**src/rtl/fifo_param.sv**
```systemverilog
// fifo_param: parametrised synchronous FIFO with thresholds, sticky errors and optional FWFT read
// Inputs:  clk, rst (sync, active-high), wr_en/buf_in, rd_en, err_clr
// Outputs: buf_out/rd_valid, buf_empty, buf_full, almost_empty, almost_full,
//          fifo_counter (0..DEPTH), overflow/underflow (sticky)
module fifo_param #(
  parameter int unsigned DATA_W    = 8,
  parameter int unsigned DEPTH     = 64,
  parameter int unsigned AF_THRESH = DEPTH - 4,
  parameter int unsigned AE_THRESH = 4,
  parameter bit          FWFT      = 1'b0,
  localparam int unsigned AW       = $clog2(DEPTH),
  localparam int unsigned CW       = AW + 1
) (
  input  logic              clk,
  input  logic              rst,
  input  logic              wr_en,
  input  logic [DATA_W-1:0] buf_in,
  input  logic              rd_en,
  input  logic              err_clr,
  output logic [DATA_W-1:0] buf_out,
  output logic              rd_valid,
  output logic              buf_empty,
  output logic              buf_full,
  output logic              almost_empty,
  output logic              almost_full,
  output logic [CW-1:0]     fifo_counter,
  output logic              overflow,
  output logic              underflow
);
  logic [DATA_W-1:0] mem_q [DEPTH];
  logic [AW-1:0] wr_ptr_q, wr_ptr_d, rd_ptr_q, rd_ptr_d;
  logic [CW-1:0] cnt_q, cnt_d;
  logic ovf_q, ovf_d, unf_q, unf_d;
  logic wr_acc, rd_acc;
  always_comb begin
    wr_acc   = wr_en & ~buf_full;
    rd_acc   = rd_en & ~buf_empty;
    wr_ptr_d = wr_acc ? wr_ptr_q + 1'b1 : wr_ptr_q;
    rd_ptr_d = rd_acc ? rd_ptr_q + 1'b1 : rd_ptr_q;
    cnt_d    = (wr_acc & ~rd_acc) ? cnt_q + 1'b1 : (rd_acc & ~wr_acc) ? cnt_q - 1'b1 : cnt_q;
    ovf_d    = (wr_en & buf_full) | (ovf_q & ~err_clr);
    unf_d    = (rd_en & buf_empty) | (unf_q & ~err_clr);
  end
  always_ff @(posedge clk) begin
    if (rst) begin
      wr_ptr_q <= '0;
      rd_ptr_q <= '0;
      cnt_q    <= '0;
      ovf_q    <= 1'b0;
      unf_q    <= 1'b0;
    end else begin
      wr_ptr_q <= wr_ptr_d;
      rd_ptr_q <= rd_ptr_d;
      cnt_q    <= cnt_d;
      ovf_q    <= ovf_d;
      unf_q    <= unf_d;
    end
  end
  always_ff @(posedge clk) begin
    if (!rst && wr_acc) mem_q[wr_ptr_q] <= buf_in;
  end
  assign buf_empty    = cnt_q == '0;
  assign buf_full     = cnt_q == CW'(DEPTH);
  assign almost_empty = cnt_q <= CW'(AE_THRESH);
  assign almost_full  = cnt_q >= CW'(AF_THRESH);
  assign fifo_counter = cnt_q;
  assign overflow     = ovf_q;
  assign underflow    = unf_q;
  if (FWFT) begin : g_fwft
    assign buf_out  = mem_q[rd_ptr_q];
    assign rd_valid = ~buf_empty;
  end else begin : g_std
    logic [DATA_W-1:0] dout_q, dout_d;
    logic vld_q;
    always_comb dout_d = rd_acc ? mem_q[rd_ptr_q] : dout_q;
    always_ff @(posedge clk) begin
      if (rst) begin
        dout_q <= '0;
        vld_q  <= 1'b0;
      end else begin
        dout_q <= dout_d;
        vld_q  <= rd_acc;
      end
    end
    assign buf_out  = dout_q;
    assign rd_valid = vld_q;
  end
endmodule

```
**config.mk**
```make
export PLATFORM = sky130hd
export DESIGN_NAME = fifo_param
export DESIGN_NICKNAME = d
export VERILOG_FILES = /design/src/rtl/fifo_param.sv
export SDC_FILE = /design/constraint.sdc
export NUM_CORES = 1
export LEC_CHECK = 0
export CAP_MARGIN = 15
export CORE_MARGIN = 2
export CORE_UTILIZATION = 62
export CTS_CLUSTER_SIZE = 20
export DETAILED_ROUTE_END_ITERATION = 7
export PLACE_DENSITY = 0.88
export SLEW_MARGIN = 10
export SYNTH_ARGS = -nofsm -noshare
export SYNTH_HDL_FRONTEND = slang
export SYNTH_SLANG_ARGS = --single-unit
```
**constraint.sdc**
```tcl
create_clock -name clk -period 3.5 [get_ports clk]
set_input_delay 0.35 -clock clk [delete_from_list [all_inputs] [get_ports clk]]
set_output_delay 0.35 -clock clk [all_outputs]
set_load 0.1 [all_outputs]
```
After elaboration in Yosys (flattened, before gate mapping)
Memories as Yosys holds them, arrays and structs flattened. A register that Yosys moved wholly into a read port is not among the register bits.
Index checks and enable logic that the tools add are counted.
{"block": "word_totals", "regBits": 22, "ramBits": 512, "in_bits": 13, "n_memories": 1}
{"name": "mem_q", "depth": 64, "word_bits": 8, "read_ports": 1, "rd_ports_with_merged_regs": 1, "write_ports": 1, "line_no": "30", "source": "logic [DATA_W-1:0] mem_q [DEPTH];"}
{"block": "classes", "addsub": 4, "n_lt_le_gt_ge": 2, "n_eq_ne": 1, "mux": 4, "n_bitwise": 15, "reduce_logical": 4}
{"operator": "$mux W7", "n": 2}
{"operator": "$add A6 B1 Y6 const B", "n": 2}
{"operator": "$and A1 B1 Y1", "n": 8}
{"operator": "$add A7 B1 Y7 const B", "n": 1}
{"operator": "$eq A7 B7 Y1 const B", "n": 1}
{"operator": "$ge A7 B6 Y1 const B", "n": 1}
{"operator": "$le A7 B3 Y1 const B", "n": 1}
{"operator": "$logic_not A7 Y1", "n": 1}
{"operator": "$sub A7 B1 Y7 const B", "n": 1}
{"operator": "$not A1 Y1", "n": 5}
{"operator": "$mux W1", "n": 2}
{"operator": "$or A1 B1 Y1", "n": 2}
{"operator": "$reduce_bool A2 Y1", "n": 1}
{"operator": "$logic_and A1 B1 Y1", "n": 1}
{"operator": "$logic_not A1 Y1", "n": 1}

Longest topological paths before layout
Gate-level depths: netlist of run 1.
{"block": "logic_depth", "word_depth": 7, "depth_mapped": 11}

Worst setup path after synthesis of run 1
OpenSTA, ideal clock, no wires.
{"block": "synth_timing", "kind": "register to output", "start": "register cnt_q[6], in the netlist fifo_counter[6]", "end": "output almost_empty", "arrival_ns": 3.277, "required_time_ns": 3.150, "slack_ns": -0.127, "stages_incl_launch_ff": 3, "n_path_buf": 0, "path_cell_list": "dfxtp_1 > or3_1 > nor3_1"}
{"block": "synth_via", "elab_chain_len": 1}
{"item": "from (decl)", "line_no": "32", "source": "logic [CW-1:0] cnt_q, cnt_d;"}
{"item": "from (signal assigned)", "line_no": "54", "source": "cnt_q <= cnt_d;"}
{"item": "$le A7 B3 Y1", "line_no": "64", "source": "assign almost_empty = cnt_q <= CW'(AE_THRESH);"}
{"item": "to (decl)", "line_no": "24", "source": "output logic almost_empty,"}
Every way passes these cells.

Worst setup path after layout of run 1
{"block": "layout_timing", "start": "register cnt_q[0], in the netlist fifo_counter[0]", "end": "register cnt_q[6], in the netlist fifo_counter[6]"}
{"block": "layout_via", "elab_chain_len": 6, "word_cells_on_any_way": 15, "classes_between": "add/sub (2); eq/ne (1); mux (2); bitwise (8); reduce/logical (2)"}
{"item": "branches (longest 6 deep; another with $sub A7 B1 Y7)"}
Parallel ways; which one is timed is not known. The select of a mux whose other input is x is not followed.
A chain may end at the register's enable or synchronous reset.

==> reports/metrics.csv, run 1 <==
stage,metric,value,unit
route,drt_iter0_markers,1544,
synthesis,synthesis.area,21300,sq um
sta,rsz0062_at_grt,false,
grt,grt_max_degree,65,
job,cap_viol_max_count,0,
critical_path,worst-r2r-setup-slack,0.25,ns
run_status,outcome,"complete, no violations",
clock_network,clock_latency,0.56,ns
route,ant_nets,0,
critical_path,path_max_fanout,8,
power,finalPower,0.0161,W
synthesis,syn_inst,1100,
grt,overflow,0,
placed_design,place_hpwl,29000,microns
clock_network,cts.path.max_buffers,3,
worst_hold_path,hold_depth,1,
sta,hold_viol_final,0,
grt,antenna_found_initial,0,
layout,drive_gt1_share,23.7,%
sta,max_clock_freq,308,MHz
synthesis,synthArstFlopShare,0,%
route,drt-total-wl,50600,microns
power,power-per-cell-area,664,nW/um^2
critical_path,r2r_end,fifo_counter[6],
floorplanning,die_w,189,microns
synthesis,yosysTopAreaCell,edfxtp_1,
clock_network,cts.sinks,542,
worst_hold_path,min_from,buf_in[2],
critical_path,startpoint_type,flip-flop,
layout,fin_nets,1238,
clock_network,cts_made_buffers,50,
floorplanning,ios,35,
power,seqPwrFrac,45.7,%
critical_path,worstPathRequired,3.94,ns
sta,finClkSkew,0.0160,ns
synthesis,synth_cell_types,49,
power,p_switching,0.00449,W
synthesis,yosysTopAreaCellShare,72.2,%
synthesis,ys_warn_count,0,
route,first_pass_iters,7,
clock_network,htree_num_levels,2,
synthesis,synth_edf_count,512,
power,power_frac_comb,21.7,%
sta,min_period,3.25,ns
layout,final_area,24300,sq um
power,p_clk_share,32.6,%
route,route.detailed.drc,0,
sta,timing.slew.headroom,30.6,%
clock_network,tritoncts,yes,
synthesis,yosysMostFrequentCell,edfxtp_1,
power,p_int,0.0116,W
placed_design,place_congestion,0.879,
placed_design,placed_area,22600,sq um
layout,final_cells,1704,
synthesis,syn-num-nets,1123,
layout,syn_to_final_growth,13.9,%
grt,grt_pass1_vias,11800,
worst_hold_path,min_path_type,primary input to flip-flop,
floorplanning,die_height,189,microns
sta,report.final.slew_viol_count,0,
layout,nFillCells,1824,
power,p_sw_share,27.9,%
synthesis,synthTopCellsByCount,"edfxtp_1, mux4_2, nor2_1",
synthesis,synth_ff_type,edfxtp_1,
route,via_per_inst,6.81,
floorplanning,start_util,63.2,%
worst_hold_path,hold-path-endpoint,mem_q[1][2],
synthesis,ys_seq_elements,542,
synthesis,synthTopCellsByArea,"edfxtp_1, mux4_2, mux2i_1",
route,wire_per_inst,29.7,microns
floorplanning,die_area,35900,sq um
route,vias,11600,
placed_design,portBuffers,34,
power,leakage,7.72,nW
critical_path,worstSetupEndpointType,flip-flop,
floorplanning,num_rows,67,
clock_network,cts-hold-fix-buffers,0,
synthesis,syn_area_per_cell,19.4,sq um
clock_network,clockRootBuffer,clkbuf_16,
clock_network,clk_pin_slew,0.06,ns
critical_path,regToRegStartpoint,fifo_counter[0],
grt,grt_usage,28.7,%
placed_design,placed_cells,1605,
critical_path,worstPathArrival,3.69,ns
floorplanning,core-area,33700,sq um
sta,tns,0,ns
sta,setup_viol,0,
critical_path,critPathKind,flip-flop to flip-flop,
critical_path,rr_worst_depth,11,
power,irDropWorstVdd,0.418,mV
sta,holdWs,0.223,ns
synthesis,yosysSeqAreaShare,75.0,%
sta,worst_pin_slew,1.04,ns
grt,grt_pass1_wl,75200,microns
sta,finalCritPeriodShare,92.9,%
area by class of cell:
| type | instances | area (sq um) | share of cell area, % |
|---|---|---|---|
| sequential | 542 | 16000 | 65.9 |
| antenna | 1 | 2.50 | 0.0103 |
| inverter | 5 | 18.8 | 0.0773 |
| tap | 448 | 561 | 2.31 |
| timing repair buffer | 125 | 1090 | 4.51 |
| clock buffer | 69 | 1410 | 5.80 |
| clock inverter | 23 | 178 | 0.732 |
| multi-input combinational | 491 | 5020 | 20.7 |
state kept, by name, indices dropped and copies added (netlist names):
register	flops
buf_out	8
fifo_counter	7
mem_q	512
overflow	1
rd_ptr_q	6
rd_valid	1
underflow	1
wr_ptr_q	6
placed cells by master, fill, tap and decap left out, types with 7 or more instances in the layout:
cell type | netlist | routed
a22o_1 | 8 | 8
o22a_1 | 8 | 8
nand3_1 | 8 | 8
nand4_1 | 10 | 10
xor2_1 | 7 | 7
a21oi_1 | 9 | 8
a32oi_1 | 8 | 8
nand2_1 | 18 | 18
clkdlybuf4s50_1 | 0 | 23
nor2b_1 | 7 | 7
o21ai_1 | 8 | 8
a21boi_0 | 8 | 8
clkbuf_16 | 0 | 53
mux2i_1 | 68 | 68
a211o_1 | 9 | 9
dfxtp_1 | 30 | 23
buf_4 | 5 | 87
nor2_1 | 90 | 90
a22oi_1 | 8 | 8
edfxtp_1 | 512 | 512
ha_1 | 9 | 9
a2111o_1 | 8 | 8
o22ai_1 | 16 | 16
clkbuf_1 | 26 | 14
mux2_2 | 17 | 17
a21o_1 | 10 | 10
o221ai_1 | 17 | 17
buf_12 | 0 | 9
clkinv_1 | 0 | 13
mux4_2 | 96 | 96
worst max-delay path by stage:
stage                            endpoint  cells after the start  slack [ns]             from
final                     fifo_counter[6]                     11        0.25  fifo_counter[0]
after global routing      fifo_counter[6]                     11        0.05  fifo_counter[0]
after CTS                 fifo_counter[6]                     11        0.21  fifo_counter[0]
after detailed placement  fifo_counter[6]                     11        0.28  fifo_counter[0]
after global placement    fifo_counter[6]                     11        0.36  fifo_counter[0]
after floorplan           fifo_counter[6]                     11        0.01  fifo_counter[3]
power by group through the flow:
stage	combinational (W)	clock, W	sequential [W]
global route	0.00365	0.00551	0.00737
detailed placement	0.00336	0	0.00749
floorplan	0.00212	0	0.00784
global placement	0.00327	0	0.00748
finish	0.00349	0.00525	0.00736
CTS	0.00344	0.00527	0.00736
layer usage:
| layer | vias up | track usage, % | wire, microns |
|---|---|---|---|
| met1 | 5896 | 37.1 | 17700 |
| li1 | 4743 | - | - |
| met3 | 162 | 6.08 | 5280 |
| met4 | 0 | 11.8 | 2230 |
| met2 | 807 | 48.0 | 25400 |
| met5 | - | 0 | 0 |
kinds of logic after synthesis:
| family | after synthesis | synth area share [%] |
|---|---|---|
| AND/OR/NAND/NOR | 161 | 3.53 |
| buffers and inverters | 67 | 1.50 |
| flip-flops | 542 | 75.0 |
| XOR/XNOR | 13 | 0.534 |
| multiplexers | 181 | 14.2 |
| adder cells (fa/ha/maj) | 10 | 0.623 |
| AO/OA/AOI/OAI | 126 | 4.59 |
worst max-delay path, cell delays in order (launching register included):
cell and delay, ns:
dfxtp_2 0.36, or4_1 0.63, o21a_2 0.26, inv_1 0.07, ha_1 0.19, inv_1 0.17
fa_1 0.48, a21o_1 0.20, a21oi_2 0.20, o211ai_1 0.11, o211ai_1 0.12, mux2_2 0.35
through the flow:
step / setup slack [ns] / utilization [%]
after floorplan: 0.0145 / -
after global placement: 0.364 / 66.9
after detailed placement: 0.277 / 66.9
after CTS: 0.209 / 71.6
after global routing: 0.0506 / 72.0
final: 0.249 / 72.0
what timing repair did:
item,4_1_cts,5_1_grt
setup endpoints to repair,0,1
gates resized for setup,0,1
buffers inserted,0,0
Power figures use the tool's default switching activity.
==> inputs of run 2 (changes only) <==
--- a/config.mk
+++ b/config.mk
@@ -11,6 +11,7 @@
 export CTS_CLUSTER_SIZE = 20
 export DETAILED_ROUTE_END_ITERATION = 7
 export PLACE_DENSITY = 0.88
+export REMOVE_ABC_BUFFERS = 1
 export SLEW_MARGIN = 10
 export SYNTH_ARGS = -nofsm -noshare
 export SYNTH_HDL_FRONTEND = slang
==> run 2 against run 1 <==
  * Hold slack worse by 0.0021 ns
  * Register-to-register slack worse by 0.03 ns
  * Largest cell class unchanged
  * Via count rose by 0.24%
  * Largest power group unchanged
  * Non-clock buffer count grew 10
  * Global-route usage decreased by 0.48 points
  * Combinational power shrank 3%
  * Clock-buffer cell count is 15 lower
  * Sequential share of layout area decreased by 0.60 points
  * Clock skew increased by 0.0050 ns
==> reports/metrics.csv, run 2 (synthesized netlist as in run 1, its figures left out) <==
stage,metric,value,unit,change
job,cap_viol_max_count,0,,unchanged
grt,grt_max_degree,65,,unchanged
layout,fin_nets,1250,,+0.97%
critical_path,max_stage_delay,0.62,ns,about the same
critical_path,critPathKind,flip-flop to flip-flop,,
grt,grt_pass1_vias,11700,,-0.52%
sta,setup_viol,0,,unchanged
route,first_pass_iters,8,,+1
grt,busiest_layer,met2,,
critical_path,worstPathRequired,3.96,ns,+0.02 ns
critical_path,startpoint,fifo_counter[0],,
floorplanning,num_rows,67,,unchanged
floorplanning,core-area,33700,sq um,unchanged
layout,largest_register_ffs,512,,unchanged
layout,syn_to_final_growth,14.9,%,
layout,final_common_cell,edfxtp_1,,
clock_network,htree_num_levels,2,,unchanged
floorplanning,die_area,35900,sq um,unchanged
placed_design,portBuffers,34,,unchanged
layout,layout_common_cells,"edfxtp_1, buf_4, mux4_2, nor2_1, mux2i_1",,
clock_network,clk_pin_slew,0.06,ns,about the same
route,drt_iter0_markers,1832,,+19%
run_status,outcome,"complete, no violations",,
critical_path,crit_end,fifo_counter[6],,
sta,report.final.slew_viol_count,0,,unchanged
floorplanning,start_util,63.2,%,unchanged
clock_network,cts.sinks,542,,unchanged
clock_network,ctsResizeCount,0,,unchanged
sta,rsz0062_at_grt,false,,
sta,hold_viol_final,0,,unchanged
worst_hold_path,min_path_type,primary input to flip-flop,,
grt,met3_usage,5.91,%,-0.17 points
critical_path,r2r_end,fifo_counter[6],,
clock_network,clock_latency,0.58,ns,+0.02 ns
critical_path,crit_chain,or4_1 -> o21a_2 -> inv_1 -> ha_1 -> inv_1 -> fa_1 -> a21o_1 -> a21oi_2 -> o211ai_1 -> o211ai_1 -> mux2_2,,
grt,use_met2,45.9,%,-2.1 points
grt,grt_pass1_wl,73400,microns,-2.3%
route,vias,11600,,+0.24%
sta,min_period,3.28,ns,+0.0295 ns
layout,nFillCells,1863,,+2.1%
clock_network,tritoncts,yes,,
placed_design,place_congestion,0.862,,-2.0%
sta,finClkSkew,0.0211,ns,+0.00503 ns
floorplanning,die_w,189,microns,unchanged
sta,timing.slew.headroom,13.0,%,-18 points
layout,antenna_cells,0,,-1
critical_path,rr_worst_depth,11,,unchanged
clock_network,cts_made_buffers,52,,+4.0%
grt,grt_usage,28.2,%,-0.48 points
sta,holdWs,0.220,ns,-0.00214 ns
clock_network,postCtsSetupRepairBufs,0,,unchanged
critical_path,startpoint_type,flip-flop,,
layout,regMostFlops,mem_q,,
layout,drive_gt1_share,25.1,%,+1.5 points
clock_network,clockRootBuffer,clkbuf_16,,
clock_network,cts-hold-fix-buffers,0,,unchanged
critical_path,worstPathArrival,3.74,ns,+0.05 ns
placed_design,pre_cts_ws,0.164,ns,-0.113 ns
sta,max_clock_freq,305,MHz,-0.90%
route,route.detailed.drc,0,,unchanged
critical_path,worstSetupEndpointType,flip-flop,,
grt,overflow,0,,unchanged
critical_path,worst-r2r-setup-slack,0.22,ns,-0.03 ns
route,drt-total-wl,49600,microns,-2.0%
critical_path,regToRegStartpoint,fifo_counter[0],,
sta,worst_pin_slew,1.30,ns,+0.264 ns
power,leakage,7.86,nW,+1.9%
route,ant_nets,0,,unchanged
power,power-per-cell-area,673,nW/um^2,+1.4%
route,via_per_inst,6.77,,-0.58%
critical_path,cpMaxStageDelayCell,or4_1,,
placed_design,place_hpwl,29200,microns,+0.53%
route,wire_per_inst,28.9,microns,-2.8%
grt,use_met1,38.2,%,+1.0 points
floorplanning,die_height,189,microns,unchanged
sta,finalCritPeriodShare,93.7,%,+0.84 points
grt,antenna_found_initial,0,,unchanged
clock_network,cts.path.max_buffers,3,,unchanged
critical_path,path_max_fanout,8,,unchanged
floorplanning,ios,35,,unchanged
power,irDropWorstVdd,0.799,mV,+91%
sta,worst_slack,0.219,ns,-0.0295 ns
[run 2: changes by cell type in the layout (fill, tap and decap cells not counted), moves of 4 or more]
cell	change
buf_4	+11
bufinv_16	+5
clkbuf_1	-13
clkinv_2	+11
dfxtp_1	+4
dfxtp_2	-4
[run 2: worst max-delay path, delay by kind of cell (launching register included)]
family,cells,cell delay (ns)
AO/OA/AOI/OAI,5,0.93
multiplexers,1,0.35
adder cells (fa/ha/maj),2,0.64
flip-flops,1,0.38
AND/OR/NAND/NOR,1,0.62
buffers and inverters,2,0.25
[run 2: area by class of cell]
class | instances | area [sq um] | area share (%)
timing repair buffer | 135 | 1160 | 4.72
sequential | 542 | 16000 | 65.3
inverter | 5 | 18.8 | 0.0767
tap | 448 | 561 | 2.29
multi-input combinational | 491 | 5010 | 20.5
clock inverter | 43 | 419 | 1.71
clock buffer | 54 | 1330 | 5.43
[run 2: metal layers]
layer	share of wire, %	routed length (microns)
met1	36	17800
met2	49	24500
met3	11	5340
met4	4.0	1980
met5	0	0
[run 2: how the worst min path moves through the flow]
stage | from | end | slack [ns] | cells after the start
after global routing | buf_in[0] | mem_q[32][0] | 0.21 | 1
after detailed placement | buf_out[3] | buf_out[3] | 0.55 | 2
after floorplan | rst | rd_ptr_q[1] | 0.42 | 1
after global placement | rd_ptr_q[5] | rd_ptr_q[5] | 0.51 | 2
after CTS | wr_en | overflow | 0.41 | 3
final | buf_in[4] | mem_q[52][4] | 0.22 | 1
[run 2: per-stage QoR]
step | cell area, sq um | power [W] | util, % | std cells | setup TNS (ns)
floorplan | 21000 | 0.00994 | - | 1038 | -40.90
global placement | 22600 | 0.0107 | 67.1 | 1616 | 0
detailed placement | 22600 | 0.0108 | 67.1 | 1616 | 0
CTS | 24400 | 0.0165 | 72.3 | 1713 | 0
global route | 24500 | 0.0169 | 72.6 | 1718 | 0
finish | 24500 | 0.0165 | 72.6 | 1718 | 0
[run 2: report_power, final]
group | internal (W) | switching (W) | leakage, nW
Combinational | 0.00139 | 0.00198 | 2.14
Clock | 0.00335 | 0.00237 | 0.872
Sequential | 0.00719 | 0.000201 | 4.85
